`src/rtl/apb_master_bridge_if.sv`:
```
// -----------------------------------------------------------------------------
// apb_master_bridge_if
// Bundles the host command/response handshake and the two-slave APB bus used
// by apb_master_bridge.
//   Host side : cmd_valid/cmd_ready/cmd_write/cmd_addr/cmd_wdata/cmd_strb in,
//               rsp_valid/rsp_rdata/rsp_err/rsp_timeout/busy out of the bridge
//   APB side  : psel[1:0]/penable/pwrite/padd/pwdata/pstrb out of the bridge,
//               prdataN/preadyN/pslevrrN from slave 0 (UART) and slave 1 (GPIO)
// Modports:
//   master - the bridge's view (drives responses and the APB request signals)
//   slave  - the surrounding host/peripheral view (the mirror image)
// -----------------------------------------------------------------------------
interface apb_master_bridge_if #(
    parameter int ADDR_W = 32,
    parameter int DATA_W = 32
);
    // Host command / response
    logic              cmd_valid;
    logic              cmd_ready;
    logic              cmd_write;
    logic [ADDR_W-1:0] cmd_addr;
    logic [DATA_W-1:0] cmd_wdata;
    logic [3:0]        cmd_strb;
    logic              rsp_valid;
    logic [DATA_W-1:0] rsp_rdata;
    logic              rsp_err;
    logic              rsp_timeout;
    logic              busy;

    // APB request
    logic [1:0]        psel;
    logic              penable;
    logic              pwrite;
    logic [ADDR_W-1:0] padd;
    logic [DATA_W-1:0] pwdata;
    logic [3:0]        pstrb;

    // APB completions from the two slaves
    logic [DATA_W-1:0] prdata0;
    logic [DATA_W-1:0] prdata1;
    logic              pready0;
    logic              pready1;
    logic              pslevrr0;
    logic              pslevrr1;

    modport master (
        input  cmd_valid, cmd_write, cmd_addr, cmd_wdata, cmd_strb,
        output cmd_ready, rsp_valid, rsp_rdata, rsp_err, rsp_timeout, busy,
        output psel, penable, pwrite, padd, pwdata, pstrb,
        input  prdata0, prdata1, pready0, pready1, pslevrr0, pslevrr1
    );

    modport slave (
        output cmd_valid, cmd_write, cmd_addr, cmd_wdata, cmd_strb,
        input  cmd_ready, rsp_valid, rsp_rdata, rsp_err, rsp_timeout, busy,
        input  psel, penable, pwrite, padd, pwdata, pstrb,
        output prdata0, prdata1, pready0, pready1, pslevrr0, pslevrr1
    );
endinterface

```
`src/rtl/apb_master_bridge.sv`:
```
// -----------------------------------------------------------------------------
// apb_master_bridge
// Turns single host commands into APB transfers to one of two slaves:
//   slave 0 (UART, 0x70-0x7F) and slave 1 (GPIO, 0x80-0x8F).
// Any other address completes immediately with an error and no bus activity.
// A pready timeout keeps a hung slave from stalling the host.
// Ports:
//   pclk - clock, all logic on the rising edge
//   rst  - asynchronous active-high reset; aborts any transfer silently
//   bus  - apb_master_bridge_if.master: host cmd/rsp handshake and APB bus
// Parameters:
//   TIMEOUT_CYCLES - ACCESS cycles without pready before abort (0 = never)
//   ADDR_W, DATA_W - APB address / data widths (ADDR_W must be at least 9)
// -----------------------------------------------------------------------------
module apb_master_bridge #(
    parameter int TIMEOUT_CYCLES = 255,
    parameter int ADDR_W         = 32,
    parameter int DATA_W         = 32
) (
    input  logic                  pclk,
    input  logic                  rst,
    apb_master_bridge_if.master   bus
);

    localparam int CNT_W = (TIMEOUT_CYCLES < 2) ? 1 : $clog2(TIMEOUT_CYCLES + 1);
    // Counter value seen on the last permitted waiting ACCESS cycle.
    localparam logic [CNT_W-1:0] TO_LAST =
        (TIMEOUT_CYCLES == 0) ? '0 : CNT_W'(TIMEOUT_CYCLES - 1);

    typedef enum logic [1:0] {
        S_IDLE   = 2'd0,
        S_SETUP  = 2'd1,
        S_ACCESS = 2'd2,
        S_RESP   = 2'd3
    } state_t;

    state_t            r_state;
    state_t            w_next;

    logic              r_write;
    logic [ADDR_W-1:0] r_addr;
    logic [DATA_W-1:0] r_wdata;
    logic [3:0]        r_strb;
    logic [1:0]        r_sel;
    logic [CNT_W-1:0]  r_cnt;
    logic [DATA_W-1:0] r_rdata;
    logic              r_err;
    logic              r_timeout;

    logic              w_accept;
    logic              w_dec_s0;
    logic              w_dec_s1;
    logic              w_pready;
    logic              w_pslverr;
    logic [DATA_W-1:0] w_prdata;
    logic              w_to_hit;

    assign w_accept = bus.cmd_valid && (r_state == S_IDLE);
    assign w_dec_s0 = (bus.cmd_addr[ADDR_W-1:8] == '0) && (bus.cmd_addr[7:4] == 4'h7);
    assign w_dec_s1 = (bus.cmd_addr[ADDR_W-1:8] == '0) && (bus.cmd_addr[7:4] == 4'h8);

    // Only the selected slave's completion signals are looked at.
    always_comb begin
        w_pready  = 1'b0;
        w_pslverr = 1'b0;
        w_prdata  = '0;
        if (r_sel[0]) begin
            w_pready  = bus.pready0;
            w_pslverr = bus.pslevrr0;
            w_prdata  = bus.prdata0;
        end else if (r_sel[1]) begin
            w_pready  = bus.pready1;
            w_pslverr = bus.pslevrr1;
            w_prdata  = bus.prdata1;
        end
    end

    assign w_to_hit = (TIMEOUT_CYCLES != 0) && (r_cnt == TO_LAST);

    // State register
    always_ff @(posedge pclk or posedge rst) begin
        if (rst) begin
            r_state <= S_IDLE;
        end else begin
            r_state <= w_next;
        end
    end

    // Next-state logic
    always_comb begin
        w_next = r_state;
        case (r_state)
            S_IDLE: begin
                if (w_accept) begin
                    // Undecoded addresses skip the bus and report an error.
                    w_next = (w_dec_s0 || w_dec_s1) ? S_SETUP : S_RESP;
                end
            end
            S_SETUP: begin
                w_next = S_ACCESS;
            end
            S_ACCESS: begin
                if (w_pready || w_to_hit) begin
                    w_next = S_RESP;
                end
            end
            S_RESP: begin
                w_next = S_IDLE;
            end
            default: begin
                w_next = S_IDLE;
            end
        endcase
    end

    // Command capture, wait counter and response capture
    always_ff @(posedge pclk or posedge rst) begin
        if (rst) begin
            r_write   <= 1'b0;
            r_addr    <= '0;
            r_wdata   <= '0;
            r_strb    <= '0;
            r_sel     <= '0;
            r_cnt     <= '0;
            r_rdata   <= '0;
            r_err     <= 1'b0;
            r_timeout <= 1'b0;
        end else begin
            case (r_state)
                S_IDLE: begin
                    if (w_accept) begin
                        r_write <= bus.cmd_write;
                        r_addr  <= bus.cmd_addr;
                        r_wdata <= bus.cmd_wdata;
                        r_strb  <= bus.cmd_write ? bus.cmd_strb : 4'b0000;
                        r_sel   <= {w_dec_s1, w_dec_s0};
                        r_cnt   <= '0;
                        if (!(w_dec_s0 || w_dec_s1)) begin
                            r_rdata   <= '0;
                            r_err     <= 1'b1;
                            r_timeout <= 1'b0;
                        end
                    end
                end
                S_ACCESS: begin
                    if (w_pready) begin
                        // Read data is returned even alongside a slave error.
                        r_rdata   <= r_write ? '0 : w_prdata;
                        r_err     <= w_pslverr;
                        r_timeout <= 1'b0;
                        r_cnt     <= '0;
                    end else if (w_to_hit) begin
                        r_rdata   <= '0;
                        r_err     <= 1'b1;
                        r_timeout <= 1'b1;
                        r_cnt     <= '0;
                    end else begin
                        r_cnt <= r_cnt + CNT_W'(1);
                    end
                end
                S_RESP: begin
                    r_cnt <= '0;
                end
                default: begin
                    r_cnt <= r_cnt;
                end
            endcase
        end
    end

    // Outputs
    always_comb begin
        bus.cmd_ready   = 1'b0;
        bus.busy        = 1'b0;
        bus.psel        = 2'b00;
        bus.penable     = 1'b0;
        bus.rsp_valid   = 1'b0;
        bus.pwrite      = r_write;
        bus.padd        = r_addr;
        bus.pwdata      = r_wdata;
        bus.pstrb       = r_strb;
        bus.rsp_rdata   = r_rdata;
        bus.rsp_err     = r_err;
        bus.rsp_timeout = r_timeout;
        case (r_state)
            S_IDLE: begin
                bus.cmd_ready = 1'b1;
            end
            S_SETUP: begin
                bus.busy = 1'b1;
                bus.psel = r_sel;
            end
            S_ACCESS: begin
                bus.busy    = 1'b1;
                bus.psel    = r_sel;
                bus.penable = 1'b1;
            end
            S_RESP: begin
                bus.busy      = 1'b1;
                bus.rsp_valid = 1'b1;
            end
            default: begin
                bus.busy = 1'b1;
            end
        endcase
    end

endmodule

```
`src/flat_wrapper.sv`:
```
// flat-port wrapper written by rule: the top's interface ports become plain ports
module apb_master_bridge_flat 
#(
    parameter int TIMEOUT_CYCLES = 255,
    parameter int ADDR_W         = 32,
    parameter int DATA_W         = 32
)
  (pclk, rst, bus_cmd_valid, bus_cmd_write, bus_cmd_addr, bus_cmd_wdata, bus_cmd_strb, bus_cmd_ready, bus_rsp_valid, bus_rsp_rdata, bus_rsp_err, bus_rsp_timeout, bus_busy, bus_psel, bus_penable, bus_pwrite, bus_padd, bus_pwdata, bus_pstrb, bus_prdata0, bus_prdata1, bus_pready0, bus_pready1, bus_pslevrr0, bus_pslevrr1);
  apb_master_bridge_if #(.ADDR_W(ADDR_W), .DATA_W(DATA_W)) bus_i ();
  input  logic pclk;
  input  logic rst;
  input wire logic [$bits(bus_i.cmd_valid)-1:0] bus_cmd_valid;
  input wire logic [$bits(bus_i.cmd_write)-1:0] bus_cmd_write;
  input wire logic [$bits(bus_i.cmd_addr)-1:0] bus_cmd_addr;
  input wire logic [$bits(bus_i.cmd_wdata)-1:0] bus_cmd_wdata;
  input wire logic [$bits(bus_i.cmd_strb)-1:0] bus_cmd_strb;
  output wire logic [$bits(bus_i.cmd_ready)-1:0] bus_cmd_ready;
  output wire logic [$bits(bus_i.rsp_valid)-1:0] bus_rsp_valid;
  output wire logic [$bits(bus_i.rsp_rdata)-1:0] bus_rsp_rdata;
  output wire logic [$bits(bus_i.rsp_err)-1:0] bus_rsp_err;
  output wire logic [$bits(bus_i.rsp_timeout)-1:0] bus_rsp_timeout;
  output wire logic [$bits(bus_i.busy)-1:0] bus_busy;
  output wire logic [$bits(bus_i.psel)-1:0] bus_psel;
  output wire logic [$bits(bus_i.penable)-1:0] bus_penable;
  output wire logic [$bits(bus_i.pwrite)-1:0] bus_pwrite;
  output wire logic [$bits(bus_i.padd)-1:0] bus_padd;
  output wire logic [$bits(bus_i.pwdata)-1:0] bus_pwdata;
  output wire logic [$bits(bus_i.pstrb)-1:0] bus_pstrb;
  input wire logic [$bits(bus_i.prdata0)-1:0] bus_prdata0;
  input wire logic [$bits(bus_i.prdata1)-1:0] bus_prdata1;
  input wire logic [$bits(bus_i.pready0)-1:0] bus_pready0;
  input wire logic [$bits(bus_i.pready1)-1:0] bus_pready1;
  input wire logic [$bits(bus_i.pslevrr0)-1:0] bus_pslevrr0;
  input wire logic [$bits(bus_i.pslevrr1)-1:0] bus_pslevrr1;
  assign bus_i.cmd_valid = bus_cmd_valid;
  assign bus_i.cmd_write = bus_cmd_write;
  assign bus_i.cmd_addr = bus_cmd_addr;
  assign bus_i.cmd_wdata = bus_cmd_wdata;
  assign bus_i.cmd_strb = bus_cmd_strb;
  assign bus_cmd_ready = bus_i.cmd_ready;
  assign bus_rsp_valid = bus_i.rsp_valid;
  assign bus_rsp_rdata = bus_i.rsp_rdata;
  assign bus_rsp_err = bus_i.rsp_err;
  assign bus_rsp_timeout = bus_i.rsp_timeout;
  assign bus_busy = bus_i.busy;
  assign bus_psel = bus_i.psel;
  assign bus_penable = bus_i.penable;
  assign bus_pwrite = bus_i.pwrite;
  assign bus_padd = bus_i.padd;
  assign bus_pwdata = bus_i.pwdata;
  assign bus_pstrb = bus_i.pstrb;
  assign bus_i.prdata0 = bus_prdata0;
  assign bus_i.prdata1 = bus_prdata1;
  assign bus_i.pready0 = bus_pready0;
  assign bus_i.pready1 = bus_pready1;
  assign bus_i.pslevrr0 = bus_pslevrr0;
  assign bus_i.pslevrr1 = bus_pslevrr1;
  apb_master_bridge #(.TIMEOUT_CYCLES(TIMEOUT_CYCLES), .ADDR_W(ADDR_W), .DATA_W(DATA_W)) u_core (.pclk(pclk), .rst(rst), .bus(bus_i));
endmodule
```
`config.mk`:
```
export PLATFORM = sky130hd
export DESIGN_NAME = apb_master_bridge_flat
export DESIGN_NICKNAME = d
export VERILOG_FILES = /design/src/rtl/apb_master_bridge_if.sv /design/src/rtl/apb_master_bridge.sv /design/src/flat_wrapper.sv
export SDC_FILE = /design/constraint.sdc
export NUM_CORES = 1
export LEC_CHECK = 0
export BUFFER_PORTS_ARGS = -buffer_cell sky130_fd_sc_hd__buf_4
export CAP_MARGIN = 5
export CORE_ASPECT_RATIO = 0.8
export CORE_MARGIN = 2
export CORE_UTILIZATION = 44
export DETAILED_ROUTE_END_ITERATION = 7
export GPL_TIMING_DRIVEN = 0
export PLACE_DENSITY = 0.77
export SLEW_MARGIN = 20
export SYNTH_ARGS = -nofsm -noshare
export SYNTH_HDL_FRONTEND = slang
export SYNTH_SLANG_ARGS = --single-unit
```
`constraint.sdc`:
```
create_clock -name pclk -period 9.9 [get_ports pclk]
set_input_delay 0.99 -clock pclk [delete_from_list [all_inputs] [get_ports pclk]]
set_output_delay 0.99 -clock pclk [all_outputs]
set_load 0.005 [all_outputs]
```
=== Word level (Yosys, flattened, before mapping) ===
Cells that the tools add are included.

* Register bits after elaboration: 115

* Mux-type cells: 35
* Eq/ne operators: 10
* Add/sub/neg operators: 1
* Reductions and logical operators: 15

{| class="wikitable"
|+ Operators by type and width
! cell !! count
|-
| $mux 32 || 7
|-
| $pmux 32 s2 || 1
|-
| $logic_not 24->1 || 1
|-
| $mux 8 || 3
|-
| $pmux 8 s3 || 1
|-
| $mux 1 || 15
|-
| $add 8x1->8 const B || 1
|-
| $eq 8x8->1 const B || 1
|-
| $mux 2 || 4
|-
| $pmux 2 s4 || 1
|-
| $reduce_and 2->1 || 3
|-
| $eq 2x2->1 const B || 2
|-
| $eq 4x3->1 const B || 1
|-
| $eq 4x4->1 const B || 1
|-
| $mux 4 || 1
|-
| $ne 2x1->1 const B || 2
|-
| $pmux 1 s2 || 2
|-
| $reduce_and 4->1 || 1
|-
| $logic_and 1x1->1 || 3
|-
| $ne 3x1->1 const B || 1
|-
| $reduce_bool 3->1 || 1
|-
| $reduce_or 3->1 || 1
|-
| $eq 2x1->1 const B || 1
|-
| $logic_not 2->1 || 1
|-
| 4 further kinds || 5
|}

=== Depth between registers and ports, before layout ===
* Word-level depth: 6
* Mapped depth: 9
* Depth with buffers taken out: 7

=== Worst setup path after synthesis ===
Ideal clock, no wire load.

* Path kind: input to register
* From: input bus_cmd_addr[21]
* To: register u_core.r_rdata[16], in the netlist u_core.bus.rsp_rdata[16]
* Arrival: 2.126 ns
* Required time: 9.790 ns
* Library setup time: 0.110 ns
* Setup slack: 7.664 ns
* Cell stages on the path: 7
* Path through: nor4_1 -> nand4_1 -> nor3_4 -> buf_4 -> buf_6 -> o21ai_1 -> o41ai_1

* Word-level cells in the longest chain between the ends: 5
* Elaborated cells on any way between the ends: 6

{| class="wikitable"
|+ RTL lines
! item !! line !! source
|-
| start, declared || flat_wrapper.sv:14 || <nowiki>input wire logic [$bits(bus_i.cmd_addr)-1:0] bus_cmd_addr;</nowiki>
|-
| $logic_not 24->1 (*) || apb_master_bridge.sv:59, apb_master_bridge.sv:60 ||
|-
| $logic_and 1x1->1 (on tied branches) || apb_master_bridge.sv:59, apb_master_bridge.sv:60 ||
|-
| $logic_or 1x1->1 (*) || apb_master_bridge.sv:138 || <nowiki>if (!(w_dec_s0 || w_dec_s1)) begin</nowiki>
|-
| $ne 2x2->1 (no source line) (*) || n/a ||
|-
| $reduce_and 4->1 (no source line) (*) || n/a ||
|-
| end signal, assigned || apb_master_bridge.sv:148 || <nowiki>r_rdata <= r_write ? '0 : w_prdata;</nowiki>
|-
| end, declared || apb_master_bridge.sv:46 || <nowiki>logic [DATA_W-1:0] r_rdata;</nowiki>
|}

Mark *: on every way between the ends. The rest lies on a longest branch, timed or not.
A chain may end at the register's enable or synchronous reset.

=== Worst setup path after layout ===
* From: register u_core.r_sel[0]
* To: output bus_psel[0]

* Word-level cells in the longest chain between the ends: 1

{| class="wikitable"
|+ RTL lines
! item !! line !! source
|-
| start, declared || apb_master_bridge.sv:44 || <nowiki>logic [1:0] r_sel;</nowiki>
|-
| start signal, assigned || apb_master_bridge.sv:136 || <nowiki>r_sel <= {w_dec_s1, w_dec_s0};</nowiki>
|-
| $mux 2 || apb_master_bridge.sv:185 || <nowiki>case (r_state)</nowiki>
|-
| end, declared || flat_wrapper.sv:23 || <nowiki>output wire logic [$bits(bus_i.psel)-1:0] bus_psel;</nowiki>
|}

Every way passes these cells.

==> impl_summary.txt <==
----------------------------------------------------
[Cells and area]
  Relative area change from synthesis to final layout ... 53.5%
  Fill count ... 805
  Diodes inserted ... 0
  Layout cell share with drive strength beyond 1 ... 0.520
  Multi-input logic area ... 0.00197 mm2
  Seq. cell area ... 0.00288 mm2
  Net total in the final layout ... 823

[Yosys]
  Post-synthesis xor/xnor area fraction ... 0.0105
  Count of cell types in the netlist ... 30
  Dominant combinational cell family by area after synthesis ... compound AO/OA/AOI/OAI gates
  Number of synthesized flops with an enable pin ... 0
  Synthesized netlist cell count ... 409
  Multiplexer share of the synthesized area ... 0.146
  Register bit count reported by yosys ... 115
  Netlist Area Pre-Place ... 0.00502 mm2
  Post-synthesis share of cell area spent on full adders, half adders and majority gates ... 0.0150
  Area fraction in compound gates after synthesis ... 0.157
  Synthesized net count ... 555
  Most used DFF post-synth ... dfrtp_1
  Avg Synthesized Cell Area ... 12.3 um2
  Post-synthesis simple-gate area fraction ... 0.0646
  Proportion of synthesized flip-flops having asynchronous set or reset ... 1.00
  Yosys Warn Count ... 0
  Portion of the post-synthesis area used by sequential elements ... 0.573

[Setup path]
  Worst setup SP type ... flip-flop
  Critical path data arrival time ... 1.71 ns
  Worst setup EP type ... output port
  Largest fanout of any net on the critical path ... 10
  Worst Setup Path Type ... flip-flop to output port
  Critical path required time ... 8.91 ns

[STA]
  Part of the cycle the worst path needs ... 0.272
  RSZ-0062 raised after global routing ... no
  Transition time of the tightest slew-check pin ... 0.573 ns
  Fmax ... 0.371 GHz
  Number of failing hold endpoints at the final stage ... 0
  Clock Skews ... 0.00807 ns
  Final setup vio count ... 0
  Final min period ... 2.70 ns
  Slew headroom ... 0.612
  Post-Route Setup TNS ... 0 ns
  Number of max-slew violations in the final report ... 0

[Global route]
  Vias in the first global route ... 4871
  Largest net degree at the start of global routing ... 75
  Total overflow reported by the global router ... 0
  All-Layer GR Usage ... 0.259
  Global-route wire length before repair ... 24100 um
  Number of antenna violations at the first check in global routing ... 0

[Detailed routing]
  Remaining antenna violation count ... 0
  Post-DR vias/cell ... 5.42
  Number of design-rule violations left by the first detailed-router iteration ... 288
  Total number of vias ... 4512
  Number of search-and-repair iterations in the first detailed-routing pass ... 4
  Routed len/inst ... 18.5 um
  Sum of routed wire length over all layers ... 15400 um
  DRC errors left ... 0

[Clock tree]
  Quantity of gates resized following cts ... 0
  TritonCTS clock tree ... built
  CTS buffer count ... 17
  Buffers inserted during post-CTS setup optimization ... 0
  Register clock-pin slew on the reported worst setup and hold paths ... 0.05 ns
  Root Driver ... clkbuf_16
  Skew-Pair Late Insertion Delay ... 0.41 ns
  Buffer depth of the longest clock path ... 2
  CTS Hold Buffers Added ... 0
  Number of sinks handled by clock tree synthesis ... 115
  Depth of the CTS H-tree ... 4

[Floorplan]
  Std cell rows ... 34
  Area of the die ... 0.0123 mm2
  Initial core utilization ... 0.457
  Ports ... 249
  Area inside the core boundary ... 0.0110 mm2
  Width of the die ... 123 um
  Die height ... 99.5 um

[Placement]
  Detailed Place HPWL ... 11600 um
  GPL Wtd Cong ... 0.796
  Port Buffers ... 248

[Power]
  Maximum ir drop on the vdd rail ... 0.177 mV
  Leakage power total ... 0.00366 uW
  Power density over cell area ... 263 mW/mm2
  Final Total Pwr ... 2020 uW

[Run]
  Number of maximum-capacitance constraint violations ... 0

[Outcome]
  Outcome ... finished clean

[Worst hold path]
  Min-Delay Path Class ... flip-flop to flip-flop

----------------------------------------------------
## metal layers
layer  vias up  GRT usage  wire length [um]
li1       2073          -                 -
met1      2209      0.290              5720
met2       205      0.447              7710
met3        25     0.0906              1550
met4         0      0.113               389
met5         -          0                 0
## critical path, stage by stage, from the launching register on
cell      delay [ns]
dfrtp_1         0.33
buf_2           0.23
clkbuf_1        0.43
and2_1          0.21
buf_4           0.11
## stage by stage
step / hold slack, ns / setup slack, ns / instance area, um2 / utilization / instances
final: 0.490 / 7.20 / 7700 / 0.702 / 832
after global routing: 0.518 / 7.08 / 7700 / 0.702 / 832
after CTS: 0.493 / 7.17 / 7700 / 0.702 / 832
after detailed placement: 0.480 / 7.01 / 7090 / 0.646 / 802
after global placement: 0.472 / 4.64 / 7060 / 0.643 / 801
after floorplan: 0.473 / 5.87 / 5020 / - / 409
## placed cells by master, fill, tap and decap left out, types with 2 or more instances in the layout
cell type / netlist / layout
dfrtp_1: 115 / 115
inv_1: 6 / 5
nor2_1: 14 / 14
o21ai_1: 7 / 7
nand3b_1: 2 / 2
xor2_1: 6 / 6
buf_1: 5 / 5
a22oi_1: 33 / 33
clkbuf_8: 0 / 4
nor2b_1: 2 / 2
nand2_1: 22 / 22
nand3_1: 3 / 3
nor4_1: 6 / 6
and2_1: 4 / 4
ha_1: 6 / 6
nand4_1: 6 / 6
mux2_2: 65 / 65
bufinv_16: 0 / 3
clkbuf_1: 16 / 17
clkbuf_16: 0 / 17
buf_2: 10 / 10
buf_4: 1 / 249
o21ai_0: 38 / 38
o41ai_1: 33 / 33
clkinvlp_4: 0 / 3
## where the power goes
part | total, uW | internal [uW] | switching, uW
clock network | 632 | 419 | 213
logic | 679 | 387 | 292
registers | 714 | 625 | 88.9
## path summary, 6_finish.rpt
kind | start | to | slack, ns | cells past startpoint
max in group asynchronous | rst | u_core.bus.pwdata[4] | 8.63 | 3
max reg2reg | u_core.r_state[0] | u_core.bus.rsp_rdata[29] | 7.51 | 7
min in group asynchronous | rst | u_core.bus.rsp_rdata[30] | 0.58 | 2
min reg2reg | u_core.bus.pstrb[2] | u_core.bus.pstrb[2] | 0.49 | 2
max | u_core.r_sel[0] | bus_psel[0] | 7.20 | 4
min | u_core.bus.pstrb[2] | u_core.bus.pstrb[2] | 0.49 | 2
## area by class of cell
class / count / area share
clock buffers: 22 / 0.0629
flip-flops and latches: 115 / 0.374
well taps: 144 / 0.0234
plain buffers: 33 / 0.0192
clock inverters: 8 / 0.0164
repair buffers: 249 / 0.245
multi-input cells: 255 / 0.256
inverters: 6 / 0.00357
## Yosys cell counts (all sizes together), types with 6 or more instances
cell | count | area share
nand2 | 22 | 0.016
clkbuf | 16 | 0.012
mux2 | 65 | 0.15
o41ai | 33 | 0.058
buf | 17 | 0.017
inv | 6 | 0.0045
nand4 | 6 | 0.0075
a22oi | 33 | 0.049
o21ai | 45 | 0.045
dfrtp | 115 | 0.57
nor4 | 6 | 0.0075
xor2 | 6 | 0.010
nor2 | 14 | 0.010
ha | 6 | 0.015
## state kept, by name, indices dropped and copies added (netlist names)
| signal | cells |
|---|---|
| u_core.bus.pwrite | 1 |
| u_core.bus.rsp_err | 1 |
| u_core.bus.rsp_timeout | 1 |
| u_core.bus.padd | 32 |
| u_core.r_state | 2 |
| u_core.r_sel | 2 |
| u_core.bus.pstrb | 4 |
| u_core.bus.pwdata | 32 |
| u_core.bus.rsp_rdata | 32 |
| u_core.r_cnt | 8 |
## cells by family (layout without fill, tap and decap cells)
kind of cell,after synthesis,count (layout)
compound gates,114,114
xor+xnor,6,6
fa+ha+maj,6,6
buf+inv,39,318
flops,115,115
mux,65,65
simple gates,64,64
Note: power is estimated with default switching activity, not from simulation.
